File: src/rtl/iob_native_master_pkg.sv
// rtl/iob_native_master_pkg.sv - shared types and constants for the IOb native initiator
package iob_native_master_pkg;

   typedef enum logic [1:0] {
      IDLE = 2'd0,
      REQ  = 2'd1,
      GAP  = 2'd2,
      RSP  = 2'd3
   } nm_state_t;

   localparam logic [1:0] ST_OK        = 2'b00;
   localparam logic [1:0] ST_TIMEOUT   = 2'b01;
   localparam logic [1:0] ST_POLL_FAIL = 2'b10;

   // A limit of 1 still needs one bit so the counter has a legal width.
   function automatic int timer_width(input int limit);
      return (limit > 1) ? $clog2(limit) : 1;
   endfunction

endpackage

File: src/rtl/iob_nm_timer.sv
// rtl/iob_nm_timer.sv - clear/enable counter flagging its last count (LIMIT-1)
module iob_nm_timer
   import iob_native_master_pkg::*;
#(
   parameter int LIMIT = 256
) (
   input  logic clk,
   input  logic rst_n,
   input  logic clr,
   input  logic en,
   output logic expired
);

   localparam int W = timer_width(LIMIT);
   localparam logic [W-1:0] LAST = W'(LIMIT - 1);

   logic [W-1:0] count;

   always_ff @(posedge clk or negedge rst_n) begin
      if (!rst_n) begin
         count <= '0;
      end else if (clr) begin
         count <= '0;
      end else if (en) begin
         count <= count + W'(1);
      end
   end

   assign expired = (count == LAST);

endmodule

File: src/rtl/iob_native_master.sv
// rtl/iob_native_master.sv - single-command IOb initiator with write, read and poll-read
module iob_native_master
   import iob_native_master_pkg::*;
#(
   parameter int ADDR_W   = 16,
   parameter int DATA_W   = 32,
   parameter int TIMEOUT  = 256,
   parameter int POLL_MAX = 16
) (
   input  logic                clk,
   input  logic                rst_n,
   input  logic                cmd_valid,
   output logic                cmd_ready,
   input  logic                cmd_write,
   input  logic                cmd_poll,
   input  logic [ADDR_W-1:0]   cmd_addr,
   input  logic [DATA_W-1:0]   cmd_wdata,
   input  logic [DATA_W/8-1:0] cmd_wstrb,
   input  logic [DATA_W-1:0]   cmd_mask,
   output logic                rsp_valid,
   input  logic                rsp_ready,
   output logic [DATA_W-1:0]   rsp_rdata,
   output logic [1:0]          rsp_status,
   output logic                m_valid,
   output logic [ADDR_W-1:0]   m_address,
   output logic [DATA_W-1:0]   m_wdata,
   output logic [DATA_W/8-1:0] m_wstrb,
   input  logic [DATA_W-1:0]   m_rdata,
   input  logic                m_ready
);

   localparam int STRB_W = DATA_W / 8;

   nm_state_t state, state_nxt;

   logic              lat_write;
   logic              lat_poll;
   logic [DATA_W-1:0] lat_exp;
   logic [DATA_W-1:0] lat_mask;

   logic              to_clr, to_en, to_exp;
   logic              rt_clr, rt_en, rt_exp;

   logic              rsp_load;
   logic [1:0]        status_nxt;
   logic [DATA_W-1:0] rdata_nxt;
   logic              accept;
   logic              poll_hit;

   assign cmd_ready = (state == IDLE);
   assign accept    = cmd_ready && cmd_valid;
   assign poll_hit  = ((m_rdata ^ lat_exp) & lat_mask) == '0;

   iob_nm_timer #(.LIMIT(TIMEOUT)) u_timeout (
      .clk     (clk),
      .rst_n   (rst_n),
      .clr     (to_clr),
      .en      (to_en),
      .expired (to_exp)
   );

   // Retry counter: flags the last allowed poll read rather than counting past it.
   iob_nm_timer #(.LIMIT(POLL_MAX)) u_retry (
      .clk     (clk),
      .rst_n   (rst_n),
      .clr     (rt_clr),
      .en      (rt_en),
      .expired (rt_exp)
   );

   always_comb begin
      state_nxt  = state;
      to_clr     = 1'b0;
      to_en      = 1'b0;
      rt_clr     = 1'b0;
      rt_en      = 1'b0;
      rsp_load   = 1'b0;
      status_nxt = ST_OK;
      rdata_nxt  = '0;
      case (state)
         IDLE: begin
            if (cmd_valid) begin
               to_clr    = 1'b1;
               rt_clr    = 1'b1;
               state_nxt = REQ;
            end
         end
         REQ: begin
            if (m_ready) begin
               if (lat_write || !lat_poll) begin
                  rsp_load  = 1'b1;
                  rdata_nxt = lat_write ? '0 : m_rdata;
                  state_nxt = RSP;
               end else if (poll_hit) begin
                  rsp_load  = 1'b1;
                  rdata_nxt = m_rdata;
                  state_nxt = RSP;
               end else begin
                  rt_en = 1'b1;
                  if (rt_exp) begin
                     rsp_load   = 1'b1;
                     status_nxt = ST_POLL_FAIL;
                     rdata_nxt  = m_rdata;
                     state_nxt  = RSP;
                  end else begin
                     state_nxt = GAP;
                  end
               end
            end else if (to_exp) begin
               rsp_load   = 1'b1;
               status_nxt = ST_TIMEOUT;
               state_nxt  = RSP;
            end else begin
               to_en = 1'b1;
            end
         end
         GAP: begin
            to_clr    = 1'b1;
            state_nxt = REQ;
         end
         RSP: begin
            if (rsp_ready) begin
               state_nxt = IDLE;
            end
         end
         default: state_nxt = IDLE;
      endcase
   end

   always_ff @(posedge clk or negedge rst_n) begin
      if (!rst_n) begin
         state      <= IDLE;
         m_valid    <= 1'b0;
         m_address  <= '0;
         m_wdata    <= '0;
         m_wstrb    <= '0;
         rsp_valid  <= 1'b0;
         rsp_rdata  <= '0;
         rsp_status <= ST_OK;
         lat_write  <= 1'b0;
         lat_poll   <= 1'b0;
         lat_exp    <= '0;
         lat_mask   <= '0;
      end else begin
         state   <= state_nxt;
         m_valid <= (state_nxt == REQ);
         if (accept) begin
            lat_write <= cmd_write;
            lat_poll  <= cmd_poll && !cmd_write;
            lat_exp   <= cmd_wdata;
            lat_mask  <= cmd_mask;
            m_address <= cmd_addr;
            // Reads present zero data/strobes; an empty write strobe means a full-word write.
            if (cmd_write) begin
               m_wdata <= cmd_wdata;
               m_wstrb <= (cmd_wstrb == '0) ? {STRB_W{1'b1}} : cmd_wstrb;
            end else begin
               m_wdata <= '0;
               m_wstrb <= '0;
            end
         end
         if (rsp_load) begin
            rsp_valid  <= 1'b1;
            rsp_rdata  <= rdata_nxt;
            rsp_status <= status_nxt;
         end else if (state == RSP && rsp_ready) begin
            rsp_valid <= 1'b0;
         end
      end
   end

endmodule

File: config.mk
export PLATFORM = sky130hd
export DESIGN_NAME = iob_native_master
export DESIGN_NICKNAME = d
export VERILOG_FILES = /design/src/rtl/iob_native_master_pkg.sv /design/src/rtl/iob_nm_timer.sv /design/src/rtl/iob_native_master.sv
export SDC_FILE = /design/constraint.sdc
export NUM_CORES = 1
export LEC_CHECK = 0
export ABC_AREA = 1
export CAP_MARGIN = 30
export CORE_MARGIN = 2
export CORE_UTILIZATION = 45
export CTS_BUF_LIST = sky130_fd_sc_hd__clkbuf_8
export CTS_CLUSTER_SIZE = 14
export DETAILED_ROUTE_END_ITERATION = 7
export GPL_TIMING_DRIVEN = 0
export PLACE_DENSITY = 0.89
export SYNTH_ARGS = -nofsm -noshare
export SYNTH_HDL_FRONTEND = slang
export SYNTH_SLANG_ARGS = --single-unit
File: constraint.sdc
create_clock -name clk -period 1.8 [get_ports clk]
set_clock_uncertainty 0.2 [all_clocks]
set_input_delay 0.18 -clock clk [delete_from_list [all_inputs] [get_ports clk]]
set_output_delay 0.18 -clock clk [all_outputs]
set_load 0.02 [all_outputs]
Word-level counts from Yosys, hierarchy flattened

Cells that the tools add are included.

Bits in registers: 168
Bits of input ports: 123
Output and inout port bits: 89

Add/sub/neg operators: 2
Equality and inequality tests: 6
Muxes and demuxes: 45
Bitwise logic cells: 2
Reductions and logical operators: 12

Operators with widths:

| operator            | count |
|---|---|
| $mux 32             | 7 |
| $and 32x32->32      | 1 |
| $logic_not 32->1    | 1 |
| $xor 32x32->32      | 1 |
| $mux 1              | 21 |
| $mux 2              | 9 |
| $mux 4              | 4 |
| $mux 8              | 2 |
| $add 8x1->8 const B | 1 |
| $eq 8x8->1 const B  | 1 |
| $pmux 2 s4          | 1 |
| $reduce_bool 2->1   | 3 |
| $add 4x1->4 const B | 1 |
| $eq 2x1->1 const B  | 2 |
| $eq 2x2->1 const B  | 2 |
| $eq 4x4->1 const B  | 1 |
| $logic_not 4->1     | 1 |
| $logic_and 1x1->1   | 3 |
| $logic_not 1->1     | 2 |
| $logic_not 2->1     | 1 |
| $pmux 1 s2          | 1 |
| $logic_or 1x1->1    | 1 |

Longest topological paths before layout

Gate-level depths: netlist of run 1.

Depth after elaboration: 9
Gate-level depth with buffers: 13
Gate-level depth less buffers: 13

By module

From an unflattened synthesis of run 1, not the netlist that was laid out.

Cell total of the unflattened synthesis: 958
Area, all modules: 7,538.5 um^2

By module, submodules not included:

| module                   | instances | cells each | area each (um^2) | sequential area each (um^2) |
|---|---|---|---|---|
| iob_native_master        | 1         | 873        | 6,899.1          | 3,903.7 |
| iob_nm_timer (u_timeout) | 1         | 61         | 442.9            | 200.2 |
| iob_nm_timer (u_retry)   | 1         | 24         | 196.4            | 100.1 |

Worst setup path after synthesis of run 1

Ideal clock, no wire load.

Path kind: reg2reg
From: register state[1]
To: register lat_mask[12]
Setup time: 0.116 ns
Arrival: 1.545 ns
Slack: -0.061 ns
Stages on the path, launching flop included: 9
Path buffers: 2
Cells stage by stage: dfrtp_1 > nor2_1 > inv_2 > nor2_2 > inv_2 > buf_2 > buf_2 > nand2_1 > nand2_1

Word-level cells in the longest chain between the ends: 2

Ends and longest elaborated chain:

| element                  | line                     | RTL |
|---|---|---|
| start: declaration       | iob_native_master.sv:34  | `nm_state_t state, state_nxt;` |
| start signal: assignment | iob_native_master.sv:145 | `state <= state_nxt;` |
| $logic_not 2->1          | iob_native_master.sv:50  | `assign cmd_ready = (state == IDLE);` |
| net cmd_ready            | iob_native_master.sv:13  | `output logic cmd_ready,` |
| $logic_and 1x1->1        | iob_native_master.sv:51  | `assign accept = cmd_ready && cmd_valid;` |
| end signal: assignment   | iob_native_master.sv:151 | `lat_mask <= cmd_mask;` |
| end: declaration         | iob_native_master.sv:39  | `logic [DATA_W-1:0] lat_mask;` |

The timed path passes the listed nets, and every way through them passes these cells.
A chain may end at the register's enable or synchronous reset.

Worst setup path after layout of run 1

From: register lat_exp[27]
To: register rsp_status[1]

Word-level cells in the longest chain between the ends: 7
Elaborated cells on any way between the ends: 11

Ends and longest elaborated chain:

| element                          | line                     | RTL |
|---|---|---|
| start: declaration               | iob_native_master.sv:38  | `logic [DATA_W-1:0] lat_exp;` |
| start signal: assignment         | iob_native_master.sv:150 | `lat_exp <= cmd_wdata;` |
| $xor 32x32->32 (*)               | iob_native_master.sv:52  | `assign poll_hit = ((m_rdata ^ lat_exp) & lat_mask) == '0;` |
| $and 32x32->32 (*)               | iob_native_master.sv:52  |  |
| $logic_not 32->1 (*)             | iob_native_master.sv:52  |  |
| $mux 2 or $mux 1 (tied branches) | iob_native_master.sv:94  | `end else if (poll_hit) begin` |
| $mux 2 or $mux 1 (tied branches) | iob_native_master.sv:90  | `if (lat_write \|\| !lat_poll) begin` |
| $mux 2 or $mux 1 (tied branches) | iob_native_master.sv:89  | `if (m_ready) begin` |
| $mux 2 or $mux 1 (tied branches) | iob_native_master.sv:80  | `case (state)` |
| end signal: assignment           | iob_native_master.sv:165 | `rsp_status <= status_nxt;` |
| end: declaration                 | iob_native_master.sv:23  | `output logic [1:0] rsp_status,` |

Every way passes the cells marked *; elsewhere a longest branch is shown, timed or not.

==> metrics.cfg, run 1 <==
[power_and_ir_drop]
p_leak_nw=5.67
irDropWorstVdd_uv=787
pwr_density_cell_nw_per_um2=1530

[floorplan]
die_h_um=135
io_pins=212
core_um2=16600
die_area_um2=18100
dieWidth_um=135
start_util_pct=46.1
rows=47

[global_route]
grt_max_degree=99
grt_pass1_wl_um=36000
grt_pass1_vias=7108
gr-usage-all-layers_pct=25.9
grt_antenna_before_repair=0
grt_overflow=0

[setup_path]
critPathMaxFanout=6
worstSetupPathType=register to register
cp_data_required_time_ps=1950
cp-start-kind=register
critPathArrivalTime_ps=2120
critPathCaptureType=register

[timing]
final-setup-viol-count=47
rsz0062_at_grt=yes
fin_ws_ps=-172
period_minus_slack_ps=1970
relSlewSlack_pct=60.3
tightestPinTransition_ps=591
slew_violations=0
finalHoldViolCount=0
period_share_pct=110
max_freq_mhz=507

[synthesis]
ys_seq_elements=168
synthArstFlopShare_pct=100
synth.distinct_cells=31
syn_nets=1079
synth_ff_type=dfrtp_1
synth_top_area_share_pct=54.8
ys_seq_area_share_pct=54.8
synth_area_per_cell_um2=8.05
synthCells=954
synth-warning-count=0
synth_area_leaders=dfrtp_1, nand2_1, nand3_1
synth-edff-count=0
synthesis.area_um2=7680
yosys.area.top_type=dfrtp_1

[outcome]
status=finished, violations left
violations=setup timing

[detailed_routing]
antenna_left=0
wl_per_cell_um=16.0
drt_first_pass_iters=5
drc_errors=0
avgViaCountPerCell=5.04
wirelength_um=23000
vias=7250
first_iter_violations=463

[placed_design]
dp_hpwl_um=17000
post-place-ws_ps=-457
place.gp.congestion=0.846
post_dp_cell_area_um2=10100
port_buffers=211

[clock_network]
clock_latency_ps=460
ctsLongestPathBuffers=2
tritoncts=built
numCtsBuffers=17
cts_root_buffer=clkbuf_8
cts_sinks=168
clkTransAtPathRegs_ps=90
cts_max_level=4

[layout]
final_cell_area_um2=10700
antennaDiodeCount=0
syn_to_final_growth_pct=38.8
drive_above_1_share_pct=13.8
final_net_count=1332
fillers=1390

[min_path]
hp-class=input port to register

[run]
max_cap_viol_count=0

==> cells in the mapped netlist, types with 2 or more instances <==
cell type / count
nand2_1: 389
dfrtp_1: 168
nand3_1: 104
inv_1: 55
o21ai_1: 34
nand2_2: 33
nor3_1: 30
inv_2: 28
nor2_1: 22
clkbuf_1: 19
buf_2: 16
o21ai_0: 12
nor2_2: 6
a21oi_1: 5
buf_4: 3
buf_6: 3
nand2_4: 3
or2_1: 3
xor2_1: 3
buf_1: 2
ha_1: 2
nand3_2: 2
nor3_4: 2
nor4_1: 2
o31ai_1: 2
==> cells in the final DEF (no fill, tap or decap), types with 5 or more instances in the layout <==
cell               n
buf_4             32
clkbuf_1          13
clkbuf_2           7
clkbuf_8          20
clkdlybuf4s50_1  121
dfrtp_1          167
dlygate4sd2_1     87
inv_1             57
inv_2             27
nand2_1          384
nand2_2           37
nand3_1          102
nor2_1            21
nor2_4             5
nor3_1            30
o21ai_0           11
o21ai_1           35
==> flip-flops by register name, summed over array words and instances, names as in the netlist <==
name / cells
u_timeout.count: 8
lat_write: 1
m_valid: 1
rsp_rdata: 32
m_wdata: 32
u_retry.count: 4
lat_poll: 1
lat_exp: 32
state: 2
m_wstrb: 4
rsp_status: 2
lat_mask: 32
m_address: 16
rsp_valid: 1
==> worst max-delay path: stages, from the launching register on <==
cell	delay, ps
dfrtp_1	440
or2_1	250
nand3_1	70
nand2_1	50
nor2_1	90
nand2_1	60
nor2_2	110
nand2_2	110
nand3_2	100
nand2_4	100
buf_4	160
nand2_1	60
nand2_1	60
==> cell type report <==
type	instances	area [µm²]	area share (%)
Inverter	83	317	2.97
Sequential cell	168	4210	39.5
Tap cell	220	275	2.58
Timing Repair Buffer	234	2200	20.7
Buffer	43	287	2.69
Clock inverter	11	83.8	0.787
Multi-Input combinational cell	660	3010	28.2
Clock buffer	20	275	2.58
==> per-stage QoR <==
stage          power [mW]  setup TNS, ps  hold slack, ps  cells  util [%]
2_1_floorplan        10.7              0            -316    954         -
3_3_place_gp         13.8       -1102050             254   1385      60.5
3_5_place_dp         14.0         -28300           -23.4   1386      60.7
4_1_cts              16.2          -3960            30.4   1433      63.4
5_1_grt              17.4         -13830            46.9   1439      64.0
6_report             16.3          -6160            57.8   1439      64.0
==> cells by family after synthesis <==
logic type,share of synthesized area (%)
and+or+nand+nor,34.0
AOI/OAI and AO/OA,3.62
muxes,0.130
xor gates and xnor gates,0.342
adders and majority gates,0.326
DFF,54.8
buffers and inverters,6.86
==> timing repair <==
action,in CTS,in global routing
cloned,0,0
hold buffers,1,0
setup endpoints to repair,251,134
pin swaps,5,3
endpoints found under the hold margin,77,0
buffers inserted,15,6
gates resized for setup,112,36
==> worst paths after layout <==
check / start / to / slack [ps] / cells after the start
max: lat_exp[27] / rsp_status[1] / -170 / 12
min: cmd_addr[14] / m_address[14] / 60 / 3
max reg2reg: lat_exp[27] / rsp_status[1] / -170 / 12
min reg2reg: m_address[3] / m_address[3] / 270 / 2
max in group asynchronous: rst_n / m_wdata[20] / 460 / 3
min in group asynchronous: rst_n / u_timeout.count[0] / 70 / 2
==> per-layer routing <==
metal	wire length (µm)	part of all wire, %	GRT usage, %
met5	0	0	0
met4	954	4.2	11.8
met3	1690	7.4	6.68
met2	11200	49	42.5
met1	9160	40	32.2
==> where the power goes <==
part | internal, mW | switching, mW
logic | 2.85 | 4.47
clock network | 1.17 | 1.33
registers | 5.43 | 1.05
total | 9.45 | 6.86
No activity file was read; power rests on OpenSTA's default activity.
==> run 2: changes to the inputs <==
--- a/config.mk
+++ b/config.mk
@@ -8,12 +8,13 @@
 export ABC_AREA = 1
 export CAP_MARGIN = 30
 export CORE_MARGIN = 2
-export CORE_UTILIZATION = 45
-export CTS_BUF_LIST = sky130_fd_sc_hd__clkbuf_8
+export CORE_UTILIZATION = 44
 export CTS_CLUSTER_SIZE = 14
 export DETAILED_ROUTE_END_ITERATION = 7
 export GPL_TIMING_DRIVEN = 0
-export PLACE_DENSITY = 0.89
+export HOLD_SLACK_MARGIN = 0.12
+export PLACE_DENSITY = 0.87
 export SYNTH_ARGS = -nofsm -noshare
 export SYNTH_HDL_FRONTEND = slang
+export SYNTH_HIERARCHICAL = 1
 export SYNTH_SLANG_ARGS = --single-unit
==> metrics.cfg, run 2 <==
[detailed_routing]
antenna_left=0
wirelength_um=24500
wl_per_cell_um=16.4
avgViaCountPerCell=5.03
drc_errors=0
vias=7494
drt_first_pass_iters=6
first_iter_violations=556

[power_and_ir_drop]
irDropWorstVdd_uv=867
swShare_pct=38.9
combinationalPowerShare_pct=42.9
power.switching_mw=6.75
pwr_density_cell_nw_per_um2=1510
power_frac_seq_pct=36.4
p_leak_nw=6.32
internal_power_mw=10.6
pwr-share-clk_pct=20.7

[synthesis]
synthCells=958
syn_nets=1083
synth.distinct_cells=27
synth_top_area_share_pct=55.8
synthesis.area_um2=7540
synth_area_per_cell_um2=7.87
synth_ff_type=dfrtp_1
synth-warning-count=6
ys_seq_elements=168
ys_seq_area_share_pct=55.8
synth_area_leaders=dfrtp_1, nand2_1, nand3_1
synthArstFlopShare_pct=100
yosys.area.top_type=dfrtp_1
synth-edff-count=0
synth_commonest_cells=nand2_1, dfrtp_1, nand3_1
synth.most_common_cell=nand2_1

[layout]
final_common_cell=nand2_1
fillers=1281
fin_util_pct=69.2
antennaDiodeCount=0
syn_to_final_growth_pct=52.8
final_cell_mix=nand2_1, dfrtp_1, clkdlybuf4s50_1
drive_above_1_share_pct=11.3
final_net_count=1383

[timing]
period_share_pct=108
slew_violations=0
final.setup.tns_ps=-4320
fin_ws_ps=-140
rsz0062_at_grt=yes
final-setup-viol-count=43
period_minus_slack_ps=1940
finalHoldViolCount=0
max_freq_mhz=515
relSlewSlack_pct=58.1
tightestPinTransition_ps=629

[setup_path]
cp_cell_sequence=inv_1 -> nand2_1 -> nand3_1 -> nand2_1 -> nor2_1 -> nand2_1 -> nor2_4 -> nand2_4 -> nand3_4 -> nand2_8 -> buf_6 -> nand2_1 -> nand2_1
regToRegSetupSlack_ps=-140
critPathArrivalTime_ps=2050
critical_path.max_stage_delay_ps=380
r2r_start=lat_exp[5]
worstSetupPathType=register to register
critPathMaxFanout=10
crit_top_cell=nand2_1
critPathCaptureType=register
crit_start=lat_exp[5]
reg2reg_depth=13
cp_data_required_time_ps=1910
cp_slowest_cell=dfrtp_1
cp-start-kind=register
r2r_end=rsp_rdata[15]

[floorplan]
rows=47
start_util_pct=45.3
io_pins=212
dieWidth_um=135
die_h_um=135
core_um2=16600
die_area_um2=18200

[outcome]
status=finished, violations left
violations=setup timing

[clock_network]
cts_sinks=168
clkTransAtPathRegs_ps=70
cts_max_level=4
cts_root_buffer=clkbuf_16
tritoncts=built
numCtsBuffers=17
ctsLongestPathBuffers=2
clock_latency_ps=420

[global_route]
gr-usage-all-layers_pct=27.5
grt_max_degree=89
grt_antenna_before_repair=0
grt_pass1_vias=7456
grt_pass1_wl_um=38200
grt_overflow=0

[placed_design]
dp_hpwl_um=16900
post-place-ws_ps=-611
place.gp.congestion=0.861
port_buffers=211

[run]
max_cap_viol_count=0

[min_path]
hp-class=input port to asynchronous set/reset pin

run 2: cell type report:
cell class | instances | area [µm²] | area share [%]
inverters | 86 | 323 | 2.80
well taps | 220 | 275 | 2.39
clock buffers | 20 | 457 | 3.96
plain buffers | 40 | 279 | 2.42
flip-flops and latches | 168 | 4210 | 36.5
multi-input cells | 664 | 2990 | 26.0
clock inverters | 11 | 125 | 1.09
repair buffers | 281 | 2860 | 24.9
run 2: worst max-delay path by stage:
stage	slack, ps	cells past startpoint	endpoint
after floorplan	-3	10	u_timeout/count[7]
after global placement	-6510	1	m_address[10]
after detailed placement	-610	16	u_retry/count[3]
after CTS	-140	12	rsp_rdata[6]
after global routing	-260	15	u_retry/count[3]
final	-140	13	rsp_rdata[15]
run 2: what timing repair did:
action                                  CTS  global route
hold endpoints to repair                213             0
buffers inserted                         13            11
endpoints found under the setup margin  176           173
hold buffers                             45             0
gates resized for setup                  49            88
pin swaps                                17            15
cloned                                    1             0
run 2: stage by stage:
stage	instance area [µm²]	hold slack, ps	std cells	total power [mW]
3_5_place_dp	9990	8.83	1390	13.2
3_3_place_gp	9950	254	1389	12.9
6_report	11500	127	1490	17.3
4_1_cts	11200	124	1480	17.1
2_1_floorplan	7570	-316	958	10.1
5_1_grt	11500	144	1490	18.4
run 2: cells by family after synthesis:
| group | Yosys count | share of synthesized area (%) |
|---|---|---|
| AOI/OAI and AO/OA | 55 | 3.77 |
| adders and majority gates | 2 | 0.332 |
| buffers and inverters | 126 | 7.32 |
| DFF | 168 | 55.8 |
| and+or+nand+nor | 607 | 32.8 |
run 2: worst max-delay path: cells and delay by family (launching register included):
family	cells	cell delay, ps
buffers and inverters	2	250
DFF	1	380
and+or+nand+nor	11	980
run 2: power groups by stage:
stage                     clock, mW  combinational, mW  sequential, mW
after floorplan                   0               2.92            7.14
after global placement            0               6.67            6.26
after detailed placement          0               6.89            6.32
after CTS                      3.63               7.19            6.28
after global routing           3.80               8.11            6.48
final                          3.59               7.44            6.32
run 2: layer usage:
layer | vias up | GRT usage (%) | routed length [µm]
met5 | - | 0 | 0
met4 | 0 | 10.2 | 614
met3 | 44 | 5.63 | 1540
met2 | 277 | 46.8 | 12400
met1 | 3594 | 34.7 | 9950
li1 | 3579 | - | -
